--- src/rtl/multicycle_control.sv ---
// Hardwired control sequencer for the 8-bit teaching CPU: a one-hot beat ring
// plus opcode decode into per-beat datapath strobes, with halt, trap and watchdog.
module multicycle_control #(
    parameter int NT    = 8,
    parameter int ICW   = 16,
    parameter int ALUSW = 4
) (
    input  logic             clk,
    input  logic             rst,
    input  logic [1:0]       cpustate,
    input  logic [7:0]       din,
    input  logic             z,
    output logic             read,
    output logic             write,
    output logic             arload,
    output logic             arinc,
    output logic             pcinc,
    output logic             pcload,
    output logic             drload,
    output logic             trload,
    output logic             irload,
    output logic             r0load,
    output logic             r1load,
    output logic             xload,
    output logic             zload,
    output logic             pcbus,
    output logic             drhbus,
    output logic             drlbus,
    output logic             trbus,
    output logic             r0bus,
    output logic             r1bus,
    output logic             membus,
    output logic             busmem,
    output logic [ALUSW-1:0] alus,
    output logic             clr,
    output logic [NT-1:0]    beat,
    output logic             halted,
    output logic             ill,
    output logic [ICW-1:0]   icount
);

    typedef enum logic [3:0] {
        OP_NOP  = 4'd0,
        OP_ADD  = 4'd1,
        OP_SUB  = 4'd2,
        OP_AND  = 4'd3,
        OP_OR   = 4'd4,
        OP_NOT  = 4'd5,
        OP_LDI  = 4'd6,
        OP_JMPZ = 4'd7,
        OP_HALT = 4'd8
    } opcode_e;

    logic [NT-1:0]  beat_q, beat_d;
    logic           halted_q, halted_d;
    logic           ill_q, ill_d;
    logic [ICW-1:0] icount_q, icount_d;

    logic    run;
    logic    illegal;
    logic    halt_op;
    logic    wd_trip;
    opcode_e op;

    assign run     = (cpustate == 2'b11) && !rst;
    assign op      = opcode_e'(din[7:4]);
    assign illegal = (din[3:0] != 4'd0) || (din[7:4] > 4'd8);
    assign halt_op = (op == OP_HALT) && !illegal;

    assign beat   = beat_q;
    assign halted = halted_q;
    assign ill    = ill_q;
    assign icount = icount_q;

    // Jmpz beyond t3 only exists on the taken path, so z needs no capture register.
    always_comb begin
        read = 1'b0;  write = 1'b0;  arload = 1'b0; arinc = 1'b0;
        pcinc = 1'b0; pcload = 1'b0; drload = 1'b0; trload = 1'b0;
        irload = 1'b0; r0load = 1'b0; r1load = 1'b0; xload = 1'b0;
        zload = 1'b0; pcbus = 1'b0; drhbus = 1'b0; drlbus = 1'b0;
        trbus = 1'b0; r0bus = 1'b0; r1bus = 1'b0; membus = 1'b0;
        busmem = 1'b0;
        alus = '0;
        clr = 1'b0;
        wd_trip = 1'b0;
        if (run && !halted_q) begin
            if (beat_q[0]) begin
                pcbus = 1'b1; arload = 1'b1;
            end
            if (beat_q[1]) begin
                read = 1'b1; membus = 1'b1; drload = 1'b1; pcinc = 1'b1;
            end
            if (beat_q[2]) begin
                drlbus = 1'b1; irload = 1'b1;
            end
            if (illegal) begin
                clr = beat_q[3];
            end else begin
                case (op)
                    OP_ADD, OP_SUB, OP_AND, OP_OR: begin
                        if (beat_q[3]) begin
                            r0bus = 1'b1; xload = 1'b1; alus = ALUSW'(din[7:4]);
                        end
                        if (beat_q[4]) begin
                            r1bus = 1'b1; r0load = 1'b1; zload = 1'b1; clr = 1'b1;
                            alus = ALUSW'(din[7:4]);
                        end
                    end
                    OP_NOT: begin
                        if (beat_q[3]) begin
                            r0bus = 1'b1; r0load = 1'b1; zload = 1'b1; clr = 1'b1;
                            alus = ALUSW'(din[7:4]);
                        end
                    end
                    OP_LDI: begin
                        if (beat_q[3]) begin
                            pcbus = 1'b1; arload = 1'b1;
                        end
                        if (beat_q[4]) begin
                            read = 1'b1; membus = 1'b1; drload = 1'b1; pcinc = 1'b1;
                        end
                        if (beat_q[5]) begin
                            drlbus = 1'b1; r0load = 1'b1; clr = 1'b1;
                        end
                    end
                    OP_JMPZ: begin
                        if (beat_q[3]) begin
                            if (z) begin
                                pcbus = 1'b1; arload = 1'b1;
                            end else begin
                                pcinc = 1'b1; clr = 1'b1;
                            end
                        end
                        if (beat_q[4]) begin
                            read = 1'b1; membus = 1'b1; drload = 1'b1;
                        end
                        if (beat_q[5]) begin
                            drlbus = 1'b1; pcload = 1'b1; clr = 1'b1;
                        end
                    end
                    OP_HALT: begin
                    end
                    default: clr = beat_q[3];
                endcase
            end
            if (beat_q[NT-1] && !clr) begin
                clr = 1'b1;
                wd_trip = 1'b1;
            end
        end
    end

    // A halted sequencer parks on t3 until reset; a frozen one holds every register.
    always_comb begin
        beat_d   = beat_q;
        halted_d = halted_q;
        ill_d    = ill_q;
        icount_d = icount_q;
        if (run && !halted_q) begin
            if (clr) begin
                beat_d   = {{(NT-1){1'b0}}, 1'b1};
                icount_d = icount_q + ICW'(1);
            end else if (beat_q[3] && halt_op) begin
                halted_d = 1'b1;
            end else begin
                beat_d = {beat_q[NT-2:0], beat_q[NT-1]};
            end
            if ((beat_q[3] && illegal) || wd_trip) begin
                ill_d = 1'b1;
            end
        end
    end

    always_ff @(posedge clk or posedge rst) begin
        if (rst) begin
            beat_q   <= {{(NT-1){1'b0}}, 1'b1};
            halted_q <= 1'b0;
            ill_q    <= 1'b0;
            icount_q <= '0;
        end else begin
            beat_q   <= beat_d;
            halted_q <= halted_d;
            ill_q    <= ill_d;
            icount_q <= icount_d;
        end
    end

endmodule

--- config.mk ---
export PLATFORM = sky130hd
export DESIGN_NAME = multicycle_control
export DESIGN_NICKNAME = d
export VERILOG_FILES = /design/src/rtl/multicycle_control.sv
export SDC_FILE = /design/constraint.sdc
export NUM_CORES = 1
export LEC_CHECK = 0
export ABC_AREA = 0
export BUFFER_PORTS_ARGS = -buffer_cell sky130_fd_sc_hd__buf_2
export CORE_ASPECT_RATIO = 0.6
export CORE_MARGIN = 1
export CORE_UTILIZATION = 41
export DETAILED_ROUTE_END_ITERATION = 6
export HOLD_SLACK_MARGIN = 0.15
export PLACE_DENSITY = 0.68
export SKIP_CTS_REPAIR_TIMING = 1
export SLEW_MARGIN = 20
export SYNTH_ARGS = -nofsm -noshare
export SYNTH_HDL_FRONTEND = slang
export SYNTH_SLANG_ARGS = --single-unit
--- constraint.sdc ---
create_clock -name clk -period 1.9 [get_ports clk]
set_input_delay 0.38 -clock clk [delete_from_list [all_inputs] [get_ports clk]]
set_output_delay 0.38 -clock clk [all_outputs]
set_load 0.1 [all_outputs]
==> results of run 1 <==
synth_stat cells, types with 3 or more instances:
cell	instances
nand2_1	14
nor2_1	13
xor2_1	14
a21oi_1	8
and2_1	3
dfrtp_1	25
nor3_1	4
and3_1	7
nand4_1	4
nor2b_1	4
buf_4	13
inv_1	7
a22o_1	4
nor3_2	11
nor4_1	3
buf_2	4
nand3_1	9
critical path, stage by stage:
cell	delay, ps
buf_6	90
or4_4	560
or3_4	440
nor4_4	340
buf_12	220
metrics by stage:
| stage | setup slack [ps] | total power (W) | setup TNS (ps) | cell area, um2 | utilization (%) |
|---|---|---|---|---|---|
| 6_report | -515 | 0.00253 | -8330 | 3000 | 78.5 |
| 5_1_grt | -529 | 0.00262 | -9660 | 3000 | 78.5 |
| 4_1_cts | -534 | 0.00243 | -8990 | 2740 | 71.6 |
| 3_5_place_dp | -533 | 0.00210 | -15410 | 2700 | 70.5 |
| 3_3_place_gp | -475 | 0.00208 | -13880 | 2700 | 70.5 |
| 2_1_floorplan | -1060 | 0.00182 | -12640 | 1970 | - |
cell type report:
| cell class | count | area, um2 |
|---|---|---|
| Clock buffer | 4 | 45.0 |
| Fill cell | 255 | 825 |
| Inverter | 7 | 30.0 |
| Multi-Input combinational cell | 142 | 1220 |
| Sequential cell | 26 | 686 |
| Tap cell | 47 | 58.8 |
| Timing Repair Buffer | 104 | 960 |
power breakdown:
group | internal (W) | leakage, nW | total [W] | switching, W
Clock | 0.000150 | 0.0228 | 0.000327 | 0.000177
Sequential | 0.000667 | 0.324 | 0.000781 | 0.000114
Combinational | 0.000340 | 1.00 | 0.00142 | 0.00108
sequential cells by signal, indices dropped and copies added, names as in the netlist:
signal / flops
beat: 8
icount: 16
ill: 1
halted: 1
cells by family after synthesis:
group	synth area share, %
AND/OR/NAND/NOR	29.4
AO/OA/AOI/OAI	12.4
buffers and inverters	9.47
flip-flops	37.9
XOR/XNOR	7.65
multiplexers	2.18
adder cells (fa/ha/maj)	0.728
other	0.218
worst min-delay path by stage:
stage	start	to	slack [ps]
finish	rst	beat[2]$_DFFE_PP0P_	180
global route	rst	beat[5]$_DFFE_PP0P_	230
CTS	rst	icount[15]$_DFFE_PP0P_	190
detailed placement	icount[15]$_DFFE_PP0P_	icount[15]$_DFFE_PP0P_	460
global placement	icount[15]$_DFFE_PP0P_	icount[15]$_DFFE_PP0P_	450
floorplan	rst	beat[1]$_DFFE_PP0P_	420
per-layer routing:
| layer | GRT usage (%) | routed length (um) | vias up |
|---|---|---|---|
| met1 | 39.5 | 2610 | 868 |
| li1 | - | - | 842 |
| met3 | 5.08 | 429 | 12 |
| met2 | 34.4 | 2670 | 111 |
| met5 | 0 | 0 | - |
| met4 | 5.83 | 91 | 0 |
==> flow_summary.json, run 1 <==
{
  "antenna_left": 0,
  "ys_ff_latch": 26,
  "crit_path_start_kind": "input pin",
  "dp.cells": 316,
  "synth.area.top_cells": "dfrtp_1 36%, xor2_1 7.1%, nor3_2 6.4%",
  "grt_pass1_wl_um": 8310,
  "portBuffers": 56,
  "min_period_ps": 2420,
  "required_ps": 1520,
  "cts_buffer_depth": 2,
  "clk_pin_slew_ps": 90,
  "drv_slew": 0,
  "worst_slack_ps": -515,
  "grt_max_degree": 27,
  "skew_ps": 5.27,
  "netlist_area_mm2": 0.00172,
  "cp-endpoint": "r0load",
  "post_drt_via_cell_ratio": 5.55,
  "rr_endpoint": "icount[1]$_DFFE_PP0P_",
  "ys_warn_count": 0,
  "dieArea_mm2": 0.00446,
  "crit_type": "input pin to output port",
  "die_h_um": 52.1,
  "clk_latency_ps": 270,
  "routed_wl_um": 5810,
  "crit_fanout": 4,
  "avgSynthCellArea_um2": 9.14,
  "violations": "negative setup slack",
  "layout.nets": 298,
  "n_antenna_cell": 0,
  "drive_above_1_share_pct": 60.8,
  "antenna_found_initial": 0,
  "cts_buffers": 3,
  "grtUsageTotal_pct": 25.1,
  "wl_per_cell_um": 17.6,
  "synth_top_flop_cell": "dfrtp_1",
  "route.vias.total": 1833,
  "area_growth_pct": 74.9,
  "grt_pass1_vias": 1583,
  "rr_worst_depth": 8,
  "instances_no_fill": 330,
  "gp_congestion": 0.874,
  "hold_violations": 0,
  "fp-row-count": 17,
  "ios": 65,
  "grt_overflow": 0,
  "p_leak_nw": 1.35,
  "synth_top_area_cell": "dfrtp_1",
  "h-tree-depth": 1,
  "yosysUniqueCellTypes": 49,
  "first_iter_violations": 169,
  "drc": 0,
  "rsz0062_at_grt": "true",
  "hold_ws_ps": 183,
  "netlist.area_leader.share_pct": 36.4,
  "powerDensity_mw_per_mm2": 843,
  "synth_edf_count": 0,
  "clock_sinks": 26,
  "rr_startpoint": "beat[5]$_DFFE_PP0P_",
  "core_area_mm2": 0.00383,
  "worst_setup_path_end_kind": "output port",
  "fmax_mhz": 414,
  "worstPathArrival_ps": 2040,
  "startpoint": "din[1]",
  "peakVddDrop_uv": 1170,
  "ys_seq_area_share_pct": 37.9,
  "cap_violations": 0,
  "r2r_setup_slack_ps": -150,
  "cts_tree": "yes",
  "initial_core_util_pct": 44.9,
  "worstHoldPathType": "input pin to async pin",
  "status": "complete, but fails checks",
  "dr.pass1.iters": 5,
  "root_buffer": "clkbuf_8",
  "mostFrequentLayoutCell": "buf_4",
  "report.final.setup_viol": 38,
  "finalCritPeriodShare_pct": 127,
  "syn_inst": 188,
  "final_cell_mix": "40 x buf_4, 37 x buf_2, 19 x buf_12, 14 x xor2_1, 12 x nand2_1",
  "synthArstFlopShare_pct": 100,
  "dieWidth_um": 85.6,
  "dp_hpwl_um": 4070
}
No activity file was read; power rests on OpenSTA's default activity.
==> run 2: changes to the inputs <==
--- a/config.mk
+++ b/config.mk
@@ -7,13 +7,11 @@
 export LEC_CHECK = 0
 export ABC_AREA = 0
 export BUFFER_PORTS_ARGS = -buffer_cell sky130_fd_sc_hd__buf_2
-export CORE_ASPECT_RATIO = 0.6
 export CORE_MARGIN = 1
 export CORE_UTILIZATION = 41
 export DETAILED_ROUTE_END_ITERATION = 6
 export HOLD_SLACK_MARGIN = 0.15
 export PLACE_DENSITY = 0.68
-export SKIP_CTS_REPAIR_TIMING = 1
 export SLEW_MARGIN = 20
 export SYNTH_ARGS = -nofsm -noshare
 export SYNTH_HDL_FRONTEND = slang
==> run 2 against run 1 <==
Effect of this change: the run still ends with negative setup slack left; sequential share of layout area down 1.8 points; worst setup slack better by 79 ps; clock skew down 3.4 ps; combinational power about the same; worst hold slack better by 11 ps; core utilization up 2.9 points; largest power group unchanged; critical path depth up 3; sequential power down 2%; flip-flop and latch count unchanged; via count down 0.11%.
==> flow_summary.json, run 2 (synthesized netlist as in run 1, its figures left out) <==
{
  "status": "complete, but fails checks",
  "violations": "negative setup slack",
  "layout.nets": 302,
  "combPwrFrac_pct": 57.6,
  "grt_pass1_vias": 1690,
  "mostFrequentLayoutCell": "buf_2",
  "antenna_found_initial": 0,
  "n_antenna_cell": 0,
  "portBuffers": 56,
  "grt_pass1_wl_um": 7730,
  "p_clk_share_pct": 12.0,
  "intPower_w": 0.00115,
  "antenna_left": 0,
  "dieArea_mm2": 0.00445,
  "clock_sinks": 26,
  "peakVddDrop_uv": 1490,
  "root_buffer": "clkbuf_8",
  "route.vias.total": 1831,
  "powerDensity_mw_per_mm2": 775,
  "dr.pass1.iters": 5,
  "largest_reg_flops": 16,
  "p_leak_nw": 1.47,
  "grtUsageTotal_pct": 22.9,
  "worst_setup_path_end_kind": "output port",
  "worst_slack_ps": -436,
  "dp_worst_setup_slack_ps": -542,
  "p_sw_share_pct": 54.2,
  "dieWidth_um": 66.7,
  "post_drt_via_cell_ratio": 5.45,
  "instances_no_fill": 336,
  "clk_pin_slew_ps": 80,
  "area_growth_pct": 89.4,
  "routed_wl_um": 5770,
  "drc": 0,
  "power_w": 0.00252,
  "ios": 65,
  "crit_type": "input pin to output port",
  "p_seq_share_pct": 30.4,
  "hold_ws_ps": 194,
  "worstHoldPathType": "input pin to async pin",
  "cap_violations": 0,
  "dp.cells": 318,
  "rsz0062_at_grt": "true",
  "required_ps": 1520,
  "min_period_ps": 2340,
  "initial_core_util_pct": 42.9,
  "rr_startpoint": "beat[4]$_DFFE_PP0P_",
  "dp_hpwl_um": 3460,
  "fin_util_pct": 81.4,
  "crit_path_start_kind": "input pin",
  "cts_tree": "yes",
  "finalCritPeriodShare_pct": 123,
  "hold_violations": 0,
  "fp-row-count": 23,
  "core_area_mm2": 0.00400,
  "first_iter_violations": 87,
  "skew_ps": 1.83,
  "drive_above_1_share_pct": 66.4,
  "final_cell_mix": "37 x buf_2, 30 x buf_4, 21 x buf_12, 18 x buf_6",
  "startpoint": "din[2]",
  "cts_buffer_depth": 2,
  "holdBufCountCts": 0,
  "p_switching_w": 0.00137,
  "cts_buffers": 3,
  "drv_slew": 0,
  "grt_overflow": 0,
  "gp_congestion": 0.823,
  "grt_max_degree": 27,
  "fmax_mhz": 428,
  "worstPathArrival_ps": 1960,
  "clk_latency_ps": 260,
  "die_h_um": 66.7,
  "h-tree-depth": 1,
  "report.final.setup_viol": 43,
  "crit_fanout": 4,
  "wl_per_cell_um": 17.2
}
## run 2: repair_timing
action	in CTS	in global routing
endpoints found under the setup margin	35	43
gates cloned	1	0
gates resized for setup	29	51
setup buffers	8	9
pin swaps	17	38
## run 2: path summary, 6_finish.rpt
check	end	slack, ps	cells past startpoint
setup / recovery	drload	-440	8
hold / removal	halted$_DFFE_PP0P_	190	3
setup reg to reg	beat[4]$_DFFE_PP0P_	-170	7
hold reg to reg	icount[9]$_DFFE_PP0P_	480	1
max in group asynchronous	beat[0]$_DFFE_PP1P_	1420	3
min in group clk	icount[9]$_DFFE_PP0P_	480	1
## run 2: area by class of cell
cell class	instances	area, um2
Fill cell	218	746
Multi-Input combinational cell	142	1370
Tap cell	50	62.6
Timing Repair Buffer	108	1060
Sequential cell	26	686
Clock buffer	3	41.3
Inverter	7	30.0
## run 2: routing by layer
| layer | vias up | GRT usage [%] | share of wire [%] |
|---|---|---|---|
| li1 | 847 | - | - |
| met3 | 12 | 2.05 | 3.6 |
| met4 | 0 | 11.2 | 2.5 |
| met5 | - | 0 | 0 |
| met1 | 905 | 29.0 | 40 |
| met2 | 67 | 38.9 | 54 |
## run 2: power groups by stage
stage          registers (W)  logic [W]  clock network [W]
4_1_cts             0.000758    0.00135           0.000307
3_3_place_gp        0.000757    0.00130                  0
6_report            0.000767    0.00145           0.000302
2_1_floorplan        0.00136   0.000460                  0
3_5_place_dp        0.000761    0.00131                  0
5_1_grt             0.000777    0.00151           0.000325
## run 2: per-stage QoR
step                      area, um2  TNS [ps]
final                          3250    -11230
after global routing           3250    -13090
after CTS                      2940     -9390
after detailed placement       2680    -16190
after global placement         2680    -15540
after floorplan                1970    -12640
## run 2: critical path, cell delays in order
cell and delay (ps):
buf_6 90, or4_4 550, buf_6 160, nor3_4 150, buf_6 160, a21oi_2 70, nor2_4 190, buf_12 210
==> run 3: changes to the inputs <==
--- a/config.mk
+++ b/config.mk
@@ -5,8 +5,9 @@
 export SDC_FILE = /design/constraint.sdc
 export NUM_CORES = 1
 export LEC_CHECK = 0
-export ABC_AREA = 0
+export ABC_AREA = 1
 export BUFFER_PORTS_ARGS = -buffer_cell sky130_fd_sc_hd__buf_2
+export CAP_MARGIN = 25
 export CORE_MARGIN = 1
 export CORE_UTILIZATION = 41
 export DETAILED_ROUTE_END_ITERATION = 6
==> run 3 against run 2 <==
Effect of this change: clock-buffer cell count unchanged; critical endpoint is now xload; final cell count increased by 22%; sequential power fell by 28%; wire length fell by 1.6%; total power decreased by 52%; final area is 3.8% lower; worst setup slack improved by 300 ps; fmax is 15% higher; non-clock buffer count shrank 3; core utilization is 5.8 points lower; the run still ends with negative setup slack left; sequential share of layout area increased by 0.43 points; largest power group is now registers.
==> flow_summary.json, run 3 <==
{
  "status": "complete, but fails checks",
  "hold_violations": 0,
  "crit_fanout": 3,
  "netlist_area_mm2": 0.00183,
  "grt_pass1_wl_um": 8630,
  "routed_wl_um": 5680,
  "skew_ps": 12.9,
  "finalCritPeriodShare_pct": 107,
  "synth_top_area_cell": "dfrtp_1",
  "fmax_mhz": 492,
  "final_cell_mix": "73 x nand2_1, 46 x buf_4, 35 x buf_2, 18 x buf_12, 15 x nor2_1",
  "synth.area.top_cells": "dfrtp_1 34%, nand2_1 17%, nor2_1 6.2%",
  "yosysUniqueCellTypes": 29,
  "wl_per_cell_um": 13.8,
  "required_ps": 1520,
  "fillCellCount": 291,
  "dp.cells": 389,
  "path_cells": "inv_2 > nand4_1 > buf_4 > buf_6 > nor2_4 > nand2_4 > nor2_4 > buf_12",
  "min_period_ps": 2030,
  "post_drt_via_cell_ratio": 4.98,
  "gp_congestion": 0.856,
  "drc": 0,
  "portBuffers": 56,
  "cap_violations": 0,
  "clock_sinks": 26,
  "rr_endpoint": "beat[5]$_DFFE_PP0P_",
  "rr_startpoint": "beat[3]$_DFFE_PP0P_",
  "die_h_um": 68.7,
  "p_leak_nw": 1.52,
  "mostFrequentLayoutCell": "nand2_1",
  "ys_seq_area_share_pct": 35.7,
  "powerDensity_mw_per_mm2": 388,
  "violations": "negative setup slack",
  "drive_above_1_share_pct": 53.3,
  "avgSynthCellArea_um2": 6.99,
  "cts_tree": "yes",
  "worstPathArrival_ps": 1650,
  "cts_buffer_depth": 2,
  "dieArea_mm2": 0.00472,
  "grt_overflow": 0,
  "rsz0062_at_grt": "true",
  "fin_area_mm2": 0.00313,
  "crit_path_start_kind": "register",
  "worst_setup_path_end_kind": "output port",
  "antenna_left": 0,
  "initial_core_util_pct": 44.1,
  "antenna_found_initial": 0,
  "report.final.setup_viol": 23,
  "instances_no_fill": 410,
  "route.vias.total": 2041,
  "peakVddDrop_uv": 395,
  "dpl_cell_area_mm2": 0.00276,
  "n_antenna_cell": 0,
  "yosys-top-cells-count": "83 x nand2_1, 30 x nor2_1, 25 x dfrtp_1",
  "worst_slack_ps": -132,
  "layout.nets": 375,
  "h-tree-depth": 1,
  "area_growth_pct": 71.6,
  "fp-row-count": 23,
  "first_iter_violations": 126,
  "largest_reg_flops": 16,
  "grt_pass1_vias": 1923,
  "grt_max_degree": 27,
  "netlist.area_leader.share_pct": 34.3,
  "ys_ff_latch": 26,
  "r2r_setup_slack_ps": -30,
  "root_buffer": "clkbuf_8",
  "synth_top_flop_cell": "dfrtp_1",
  "clk_latency_ps": 280,
  "drv_slew": 0,
  "clk_pin_slew_ps": 100,
  "synthArstFlopShare_pct": 100,
  "holdBufCountCts": 0,
  "syn_inst": 261,
  "core_area_mm2": 0.00414,
  "cts_buffers": 3,
  "dr.pass1.iters": 4,
  "dp_hpwl_um": 3920,
  "critical-path-slowest-cell": "dfrtp_2",
  "cpPeakStageDelay_ps": 420,
  "synth_edf_count": 0,
  "ys_warn_count": 0,
  "rr_worst_depth": 14,
  "cpMostUsedCell": "nor2_4",
  "dieWidth_um": 68.7,
  "grtUsageTotal_pct": 24.7,
  "ios": 65,
  "crit_type": "register to output port",
  "synth.most_common_cell": "nand2_1",
  "worstHoldPathType": "input pin to async pin"
}
-- run 3: cell count changes after synthesis, sizes merged, moves of 4 or more --
| cell | previous run | this run |
|---|---|---|
| nor2b | 4 | 0 |
| nand4 | 4 | 9 |
| xor2 | 14 | 9 |
| nor2 | 14 | 34 |
| inv | 7 | 25 |
| nor3 | 16 | 7 |
| a22o | 4 | 0 |
| and3 | 7 | 0 |
| xnor2 | 1 | 5 |
| nand2 | 14 | 93 |
-- run 3: logic make-up after synthesis --
| kind of cell | Yosys count | synth area share (%) |
|---|---|---|
| AND/OR/NAND/NOR | 160 | 39.0 |
| buffers and inverters | 42 | 12.3 |
| AO/OA/AOI/OAI | 17 | 5.41 |
| flip-flops | 26 | 35.7 |
| adder cells (fa/ha/maj) | 1 | 0.685 |
| XOR/XNOR | 14 | 6.72 |
| other | 1 | 0.205 |
-- run 3: report_power, final --
group / total (W) / internal (W) / switching [W]
clock: 0.000470 / 0.000282 / 0.000188
combinational: 0.000191 / 0.0000507 / 0.000140
sequential: 0.000553 / 0.000553 / 0
-- run 3: worst max-delay path by stage --
| stage | start | to | slack, ps | cells past startpoint |
|---|---|---|---|---|
| after floorplan | rst | alus[1] | -920 | 6 |
| after global placement | din[6] | membus | -160 | 9 |
| after detailed placement | din[4] | alus[2] | -210 | 7 |
| after CTS | halted$_DFFE_PP0P_ | alus[0] | -100 | 7 |
| after global routing | din[6] | clr | -210 | 13 |
| final | halted$_DFFE_PP0P_ | xload | -130 | 8 |
-- run 3: critical path: cells and delay by family, from the launching register on --
| family | cells | cell delay (ps) |
|---|---|---|
| flip-flops | 1 | 420 |
| AND/OR/NAND/NOR | 4 | 440 |
| buffers and inverters | 4 | 530 |
-- run 3: layout make-up --
class                      count  area, um2  area share, %
inverter                      25        111           3.56
clock inverter                 1       30.0          0.959
clock buffer                   3       41.3           1.32
sequential                    26        673           21.5
timing repair buffer         105        948           30.3
tap                           50       62.6           2.00
multi-input combinational    200       1260           40.4
-- run 3: repair_timing --
item,in CTS,in global routing
setup endpoints to repair,18,25
pin swaps,14,11
gates resized for setup,36,15
buffers inserted,13,4
-- run 3: per-stage QoR --
stage	setup slack [ps]	hold slack (ps)	TNS, ps	total power (W)	utilization (%)
after floorplan	-918	274	-10320	0.000689	-
after global placement	-158	480	-1730	0.000727	66.5
after detailed placement	-207	490	-3690	0.000729	66.5
after CTS	-104	196	-1050	0.00120	73.6
after global routing	-212	216	-3420	0.00125	75.6
final	-132	180	-1760	0.00121	75.6
-- run 3: metal layers --
layer	vias to the layer above	track usage, %	part of all wire (%)
met3	15	3.13	3.6
met4	0	9.44	2.6
met1	963	29.1	40
met5	-	0	0
li1	1001	-	-
met2	62	45.3	53
